==> src/rtl/ex_mem_reg_pkg.sv <==
// rtl/ex_mem_reg_pkg.sv - shared constants and types for the EX/MEM pipeline register
// Holds the opcode encodings the register decodes, the RUN/HALT state type
// and the default datapath width used by the interface and the top.
package ex_mem_reg_pkg;

    localparam int DATA_W_DEFAULT = 16;

    localparam logic [3:0] OP_LW  = 4'b1000;
    localparam logic [3:0] OP_SW  = 4'b1001;
    localparam logic [3:0] OP_HLT = 4'b1111;

    typedef enum logic {
        ST_RUN  = 1'b0,
        ST_HALT = 1'b1
    } state_e;

    // True for opcodes that access data memory (loads and stores).
    function automatic logic is_mem_op(input logic [3:0] op);
        return (op == OP_LW) || (op == OP_SW);
    endfunction

endpackage

==> src/rtl/ex_mem_reg_if.sv <==
// rtl/ex_mem_reg_if.sv - EX-side inputs and MEM-side outputs of the EX/MEM register
// master : pipeline control (stall, flush) and the EX instruction fields in,
//          ex_ready, registered mem_* fields, halted and bubble_cnt out.
// slave  : the EX/MEM register itself (directions mirrored).
interface ex_mem_reg_if
    import ex_mem_reg_pkg::*;
#(
    parameter int DATA_W = DATA_W_DEFAULT
) ();

    logic              stall;
    logic              flush;
    logic              ex_valid;
    logic [3:0]        ex_opcode;
    logic [3:0]        ex_srcreg1;
    logic [3:0]        ex_dstreg;
    logic [DATA_W-1:0] ex_regread1;
    logic [DATA_W-1:0] ex_aluout;
    logic [DATA_W-1:0] ex_pc;
    logic              ex_regwrite_en;
    logic              ex_ready;

    logic              mem_valid;
    logic              Mem_En;
    logic              Mem_Wr;
    logic              mem_regwrite;
    logic [3:0]        mem_opcode;
    logic [3:0]        mem_srcreg1;
    logic [3:0]        mem_dstreg;
    logic [DATA_W-1:0] mem_regread1;
    logic [DATA_W-1:0] mem_aluout;
    logic [DATA_W-1:0] mem_pc;
    logic              halted;
    logic [15:0]       bubble_cnt;

    modport master (
        output stall, flush, ex_valid, ex_opcode, ex_srcreg1, ex_dstreg,
               ex_regread1, ex_aluout, ex_pc, ex_regwrite_en,
        input  ex_ready, mem_valid, Mem_En, Mem_Wr, mem_regwrite,
               mem_opcode, mem_srcreg1, mem_dstreg, mem_regread1,
               mem_aluout, mem_pc, halted, bubble_cnt
    );

    modport slave (
        input  stall, flush, ex_valid, ex_opcode, ex_srcreg1, ex_dstreg,
               ex_regread1, ex_aluout, ex_pc, ex_regwrite_en,
        output ex_ready, mem_valid, Mem_En, Mem_Wr, mem_regwrite,
               mem_opcode, mem_srcreg1, mem_dstreg, mem_regread1,
               mem_aluout, mem_pc, halted, bubble_cnt
    );

endinterface

==> src/rtl/ex_mem_reg_pipe_reg.sv <==
// rtl/ex_mem_reg_pipe_reg.sv - width-parameterised register with load enable and async clear
// clk   : rising-edge clock
// rst_n : asynchronous active-low clear to zero
// en_i  : load d_i on the next rising edge
// d_i   : next value, q_o : registered value
module pipe_reg #(
    parameter int W = 8
) (
    input  logic         clk,
    input  logic         rst_n,
    input  logic         en_i,
    input  logic [W-1:0] d_i,
    output logic [W-1:0] q_o
);

    always_ff @(posedge clk or negedge rst_n) begin
        if (!rst_n) begin
            q_o <= '0;
        end else if (en_i) begin
            q_o <= d_i;
        end
    end

endmodule

==> src/rtl/ex_mem_reg.sv <==
// rtl/ex_mem_reg.sv - EX/MEM pipeline register with stall, deferred flush and halt
// clk  : rising-edge clock
// rst  : asynchronous active-low reset
// bus  : slave side of ex_mem_reg_if (EX fields and stall/flush in,
//        registered MEM fields, ex_ready, halted, bubble_cnt out)
module ex_mem_reg
    import ex_mem_reg_pkg::*;
#(
    parameter int DATA_W = DATA_W_DEFAULT
) (
    input  logic         clk,
    input  logic         rst,
    ex_mem_reg_if.slave  bus
);

    localparam int PIPE_W = 12 + 3 * DATA_W;

    state_e      state_q, state_d;
    logic        pend_q, pend_d;
    logic        valid_q, valid_d;
    logic        en_q, en_d;
    logic        wr_q, wr_d;
    logic        rw_q, rw_d;
    logic [15:0] bubble_q, bubble_d;

    logic              load;
    logic              take;
    logic [PIPE_W-1:0] pipe_d;
    logic [PIPE_W-1:0] pipe_q;

    // A stalled edge freezes everything; any other edge is a load edge.
    // The EX instruction is only taken while running and when no flush,
    // live or deferred, is being applied on this edge.
    assign load = ~bus.stall;
    assign take = load && (state_q == ST_RUN) && !bus.flush && !pend_q;

    always_comb begin
        state_d  = state_q;
        pend_d   = pend_q;
        valid_d  = valid_q;
        en_d     = en_q;
        wr_d     = wr_q;
        rw_d     = rw_q;
        bubble_d = bubble_q;

        if (!load) begin
            // Remember a flush seen while stalled so it is not lost.
            if (bus.flush) begin
                pend_d = 1'b1;
            end
        end else begin
            pend_d = 1'b0;
            if (take) begin
                valid_d = bus.ex_valid;
                en_d    = bus.ex_valid && is_mem_op(bus.ex_opcode);
                wr_d    = bus.ex_valid && (bus.ex_opcode == OP_SW);
                rw_d    = bus.ex_valid && bus.ex_regwrite_en;
                if (bus.ex_valid && (bus.ex_opcode == OP_HLT)) begin
                    state_d = ST_HALT;
                end
            end else begin
                valid_d = 1'b0;
                en_d    = 1'b0;
                wr_d    = 1'b0;
                rw_d    = 1'b0;
            end
            if (!valid_d) begin
                bubble_d = bubble_q + 16'd1;
            end
        end
    end

    always_ff @(posedge clk or negedge rst) begin
        if (!rst) begin
            state_q  <= ST_RUN;
            pend_q   <= 1'b0;
            valid_q  <= 1'b0;
            en_q     <= 1'b0;
            wr_q     <= 1'b0;
            rw_q     <= 1'b0;
            bubble_q <= 16'd0;
        end else begin
            state_q  <= state_d;
            pend_q   <= pend_d;
            valid_q  <= valid_d;
            en_q     <= en_d;
            wr_q     <= wr_d;
            rw_q     <= rw_d;
            bubble_q <= bubble_d;
        end
    end

    // Data fields hold through bubbles; they only move when an
    // instruction is actually taken from EX.
    assign pipe_d = {bus.ex_opcode, bus.ex_srcreg1, bus.ex_dstreg,
                     bus.ex_regread1, bus.ex_aluout, bus.ex_pc};

    pipe_reg #(
        .W (PIPE_W)
    ) u_data (
        .clk   (clk),
        .rst_n (rst),
        .en_i  (take),
        .d_i   (pipe_d),
        .q_o   (pipe_q)
    );

    assign {bus.mem_opcode, bus.mem_srcreg1, bus.mem_dstreg,
            bus.mem_regread1, bus.mem_aluout, bus.mem_pc} = pipe_q;

    assign bus.mem_valid    = valid_q;
    assign bus.Mem_En       = en_q;
    assign bus.Mem_Wr       = wr_q;
    assign bus.mem_regwrite = rw_q;
    assign bus.halted       = (state_q == ST_HALT);
    assign bus.bubble_cnt   = bubble_q;
    assign bus.ex_ready     = (state_q == ST_RUN) && !bus.stall && !pend_q;

endmodule

==> src/flat_wrapper.sv <==
// flat-port wrapper written by rule: the top's interface ports become plain ports
module ex_mem_reg_flat import ex_mem_reg_pkg::*;
#(
    parameter int DATA_W = DATA_W_DEFAULT
)
  (clk, rst, bus_stall, bus_flush, bus_ex_valid, bus_ex_opcode, bus_ex_srcreg1, bus_ex_dstreg, bus_ex_regread1, bus_ex_aluout, bus_ex_pc, bus_ex_regwrite_en, bus_ex_ready, bus_mem_valid, bus_Mem_En, bus_Mem_Wr, bus_mem_regwrite, bus_mem_opcode, bus_mem_srcreg1, bus_mem_dstreg, bus_mem_regread1, bus_mem_aluout, bus_mem_pc, bus_halted, bus_bubble_cnt);
  ex_mem_reg_if #(.DATA_W(DATA_W)) bus_i ();
  input  logic clk;
  input  logic rst;
  input wire logic [$bits(bus_i.stall)-1:0] bus_stall;
  input wire logic [$bits(bus_i.flush)-1:0] bus_flush;
  input wire logic [$bits(bus_i.ex_valid)-1:0] bus_ex_valid;
  input wire logic [$bits(bus_i.ex_opcode)-1:0] bus_ex_opcode;
  input wire logic [$bits(bus_i.ex_srcreg1)-1:0] bus_ex_srcreg1;
  input wire logic [$bits(bus_i.ex_dstreg)-1:0] bus_ex_dstreg;
  input wire logic [$bits(bus_i.ex_regread1)-1:0] bus_ex_regread1;
  input wire logic [$bits(bus_i.ex_aluout)-1:0] bus_ex_aluout;
  input wire logic [$bits(bus_i.ex_pc)-1:0] bus_ex_pc;
  input wire logic [$bits(bus_i.ex_regwrite_en)-1:0] bus_ex_regwrite_en;
  output wire logic [$bits(bus_i.ex_ready)-1:0] bus_ex_ready;
  output wire logic [$bits(bus_i.mem_valid)-1:0] bus_mem_valid;
  output wire logic [$bits(bus_i.Mem_En)-1:0] bus_Mem_En;
  output wire logic [$bits(bus_i.Mem_Wr)-1:0] bus_Mem_Wr;
  output wire logic [$bits(bus_i.mem_regwrite)-1:0] bus_mem_regwrite;
  output wire logic [$bits(bus_i.mem_opcode)-1:0] bus_mem_opcode;
  output wire logic [$bits(bus_i.mem_srcreg1)-1:0] bus_mem_srcreg1;
  output wire logic [$bits(bus_i.mem_dstreg)-1:0] bus_mem_dstreg;
  output wire logic [$bits(bus_i.mem_regread1)-1:0] bus_mem_regread1;
  output wire logic [$bits(bus_i.mem_aluout)-1:0] bus_mem_aluout;
  output wire logic [$bits(bus_i.mem_pc)-1:0] bus_mem_pc;
  output wire logic [$bits(bus_i.halted)-1:0] bus_halted;
  output wire logic [$bits(bus_i.bubble_cnt)-1:0] bus_bubble_cnt;
  assign bus_i.stall = bus_stall;
  assign bus_i.flush = bus_flush;
  assign bus_i.ex_valid = bus_ex_valid;
  assign bus_i.ex_opcode = bus_ex_opcode;
  assign bus_i.ex_srcreg1 = bus_ex_srcreg1;
  assign bus_i.ex_dstreg = bus_ex_dstreg;
  assign bus_i.ex_regread1 = bus_ex_regread1;
  assign bus_i.ex_aluout = bus_ex_aluout;
  assign bus_i.ex_pc = bus_ex_pc;
  assign bus_i.ex_regwrite_en = bus_ex_regwrite_en;
  assign bus_ex_ready = bus_i.ex_ready;
  assign bus_mem_valid = bus_i.mem_valid;
  assign bus_Mem_En = bus_i.Mem_En;
  assign bus_Mem_Wr = bus_i.Mem_Wr;
  assign bus_mem_regwrite = bus_i.mem_regwrite;
  assign bus_mem_opcode = bus_i.mem_opcode;
  assign bus_mem_srcreg1 = bus_i.mem_srcreg1;
  assign bus_mem_dstreg = bus_i.mem_dstreg;
  assign bus_mem_regread1 = bus_i.mem_regread1;
  assign bus_mem_aluout = bus_i.mem_aluout;
  assign bus_mem_pc = bus_i.mem_pc;
  assign bus_halted = bus_i.halted;
  assign bus_bubble_cnt = bus_i.bubble_cnt;
  ex_mem_reg #(.DATA_W(DATA_W)) u_core (.clk(clk), .rst(rst), .bus(bus_i));
endmodule
==> config.mk <==
export PLATFORM = sky130hd
export DESIGN_NAME = ex_mem_reg_flat
export DESIGN_NICKNAME = d
export VERILOG_FILES = /design/src/rtl/ex_mem_reg_pkg.sv /design/src/rtl/ex_mem_reg_if.sv /design/src/rtl/ex_mem_reg_pipe_reg.sv /design/src/rtl/ex_mem_reg.sv /design/src/flat_wrapper.sv
export SDC_FILE = /design/constraint.sdc
export NUM_CORES = 1
export LEC_CHECK = 0
export CAP_MARGIN = 0
export CORE_ASPECT_RATIO = 0.5
export CORE_MARGIN = 1
export CORE_UTILIZATION = 43
export DETAILED_ROUTE_END_ITERATION = 16
export PLACE_DENSITY = 0.85
export RECOVER_POWER = 25
export SYNTH_ARGS = -nofsm -noshare
export SYNTH_HDL_FRONTEND = slang
export SYNTH_HIERARCHICAL = 1
export SYNTH_SLANG_ARGS = --single-unit
==> constraint.sdc <==
create_clock -name clk -period 1.9 [get_ports clk]
set_clock_uncertainty 0.05 [all_clocks]
set_input_delay 0.285 -clock clk [delete_from_list [all_inputs] [get_ports clk]]
set_output_delay 0.285 -clock clk [all_outputs]
set_load 0.02 [all_outputs]
==> impl_metrics.tcl <==
set metrics [dict create \
    dp_hpwl_um 6280 \
    dr.pass1.iters 4 \
    grt_start_max_net_pins 47 \
    die_w_um 130 \
    gp_congestion 0.780 \
    drt_iter0_drc 122 \
    antenna_cells 0 \
    vias_per_cell 4.75 \
    synth.most_common_cell "dfrtp_1" \
    grtUsageMet2 0.387 \
    synthTopCellsByArea "dfrtp_1, mux2_4, buf_12, xnor2_1, xor2_1" \
    coreArea_sq_mm 0.00760 \
    postSynthCellCount 203 \
    seq_power_share 0.390 \
    post-cts-setup-buffers 0 \
    final_max_slew_viol_count 0 \
    grt_first_pass_wirelength_um 13600 \
    netlist.area_leader.share 0.585 \
    busiest_layer "met2" \
    ys_seq_area_frac 0.585 \
    setup_violations 0 \
    start_util 0.462 \
    root_buffer "clkbuf_16" \
    yosys.area.top_type "dfrtp_1" \
    ys_ff_latch 82 \
    synth-compound-area-share 0.0139 \
    gr-usage-met3 0.0680 \
    synth_xor_area_frac 0.0374 \
    wire_per_inst_um 18.2 \
    track_usage 0.218 \
    clk_latency_ns 0.33 \
    p_int_mw 4.31 \
    vdd_drop_max_v 0.000672 \
    switching_share 0.287 \
    place_inst 458 \
    vias 2251 \
    syn_nets 270 \
    syn_avg_cell_area_sq_um 17.3 \
    routed_wirelength_um 8620 \
    placed_area_sq_mm 0.00508 \
    drive_gt1_frac 0.246 \
    hold_path.class "reg2reg" \
    antenna_found_initial 0 \
    synthMuxAreaShare 0.260 \
    arrival_ns 1.47 \
    synth_edf_count 0 \
    leakage_nw 2.37 \
    rows 22 \
    h-tree-depth 3 \
    period_needed_ns 1.81 \
    clk_path_buf_depth 2 \
    area_growth_pct 53.5 \
    clkSinkCount 82 \
    die_h_um 65.9 \
    io_buffers 147 \
    cp-startpoint "bus_stall" \
    status "complete, no violations" \
    cp_data_required_time_ns 1.56 \
    tritoncts "yes" \
    synth.top_cells.by_count "dfrtp_1, mux2_4, xnor2_1" \
    rsz0062_at_grt "no" \
    r2r-start "u_core/pend_q$_DFFE_PN0P_" \
    synth_cell_type_count 29 \
    fin_nets 429 \
    fmax_ghz 0.554 \
    relSlewSlack 0.199 \
    final_cell_area_sq_mm 0.00539 \
    grt_pass1_vias 2490 \
    switchingPower_mw 1.74 \
    synth_top_family_by_area "multiplexers" \
    tritoncts.num_buffers 9 \
    cp-end-kind "primary output" \
    regToRegSetupSlack_ns 0.23 \
    synth_flop_cell "dfrtp_1" \
    grt-ovfl-total 0 \
    finalPower_mw 6.04 \
    hold_start "u_core/bus.mem_valid$_DFFE_PN0N_" \
    path_max_fanout 4 \
    met1_usage 0.247 \
    pre_cts_slack_ns -0.0784 \
    ys_warn_count 6 \
    ios 148 \
    path_class "in2out" \
    p_per_area_mw_per_mm2 1120 \
    final_cells 474 \
    power.share.clock 0.291 \
    cap_violations 0 \
    ys_async_sr_fraction 1.00 \
    yosys.area_share.simple 0.0617 \
    ant_nets 0 \
    path_clk_slew_ns 0.06 \
    netlist_area_sq_mm 0.00351 \
    drc_errors 0 \
    tightestPinTransition_ns 1.20 \
    pwr-share-comb 0.319 \
    hold_violations 0 \
    fin_ws_ns 0.0936 \
    synthAdderAreaFrac 0.00357 \
    setup_tns_ns 0 \
    cp-start-kind "input port" \
    die_area_sq_mm 0.00855 \
    period_share 0.951 \
]
==> logic make-up (layout without fill, tap and decap cells) <==
group | count (synthesis) | after routing
simple gates | 30 | 30
compound gates | 6 | 6
flops | 82 | 82
xor+xnor | 15 | 15
fa+ha+maj | 1 | 1
buf+inv | 8 | 171
mux | 61 | 61
==> placed cells by master, fill, tap and decap left out, types with 2 or more instances in the layout <==
master | netlist | final
nand2_1 | 7 | 7
clkdlybuf4s50_1 | 0 | 144
xnor2_1 | 11 | 11
dlygate4sd3_1 | 0 | 2
and4_1 | 3 | 3
nand3_1 | 5 | 5
clkbuf_8 | 0 | 3
xor2_1 | 4 | 4
clkbuf_16 | 0 | 9
nand4_1 | 4 | 4
buf_4 | 0 | 5
mux2_4 | 60 | 60
and3_1 | 2 | 2
buf_12 | 6 | 2
dfrtp_1 | 82 | 82
==> final cells by class <==
class                   count  area, sq um
fillers                   524         2210
flip-flops and latches     82         2050
repair buffers            156         1570
multi-input cells         113         1330
clock buffers              13          270
well taps                 108          135
clock inverters             2         35.0
==> through the flow <==
stage | utilization | hold WS [ns]
after floorplan | - | -0.0606
after global placement | 0.669 | 0.263
after detailed placement | 0.669 | 0.287
after CTS | 0.710 | 0.444
after global routing | 0.709 | 0.457
final | 0.709 | 0.438
==> flip-flops by register name, summed over array words and instances, names as in the netlist <==
signal / cells
u_core/u_data/q_o: 60
u_core/bus.bubble_cnt: 16
u_core/bus.Mem_En: 1
u_core/bus.Mem_Wr: 1
u_core/bus.halted: 1
u_core/bus.mem_regwrite: 1
u_core/bus.mem_valid: 1
u_core/pend_q: 1
==> power by group through the flow <==
stage / combinational (mW) / clock (mW) / sequential (mW)
4_1_cts: 1.95 / 1.80 / 2.36
6_report: 1.93 / 1.76 / 2.35
2_1_floorplan: 0.584 / 0 / 2.75
5_1_grt: 2.02 / 1.89 / 2.40
3_3_place_gp: 1.89 / 0 / 2.35
3_5_place_dp: 1.94 / 0 / 2.38
==> routing by layer <==
layer / routed length [um] / share of wire / up-vias
li1: - / - / 1040
met1: 3480 / 0.40 / 1141
met2: 4690 / 0.54 / 57
met5: 0 / 0 / -
met3: 312 / 0.036 / 13
met4: 131 / 0.015 / 0
==> worst max-delay path, cell delays in order <==
cell and delay [ns]:
dlygate4sd3_1 0.60, nor3_1 0.22, dlygate4sd2_1 0.37
==> final timing paths <==
| kind | to | depth (start not counted) |
|---|---|---|
| max in group asynchronous | u_core/u_data/q_o[18]$_DFFE_PN0P_ | 3 |
| min in group asynchronous | u_core/u_data/q_o[57]$_DFFE_PN0P_ | 2 |
| worst max-delay path | bus_ex_ready | 3 |
| worst max register to register | u_core/u_data/q_o[20]$_DFFE_PN0P_ | 4 |
| worst min register to register | u_core/bus.mem_valid$_DFFE_PN0N_ | 1 |
| worst min-delay path | u_core/bus.mem_valid$_DFFE_PN0N_ | 1 |
==> timing repair <==
| action | CTS | global route |
|---|---|---|
| endpoints found under the setup margin | 1 | 0 |
| resized for setup | 1 | 0 |
| hold buffers | 1 | 0 |
| endpoints found under the hold margin | 45 | 0 |
No activity file was read; power rests on OpenSTA's default activity.
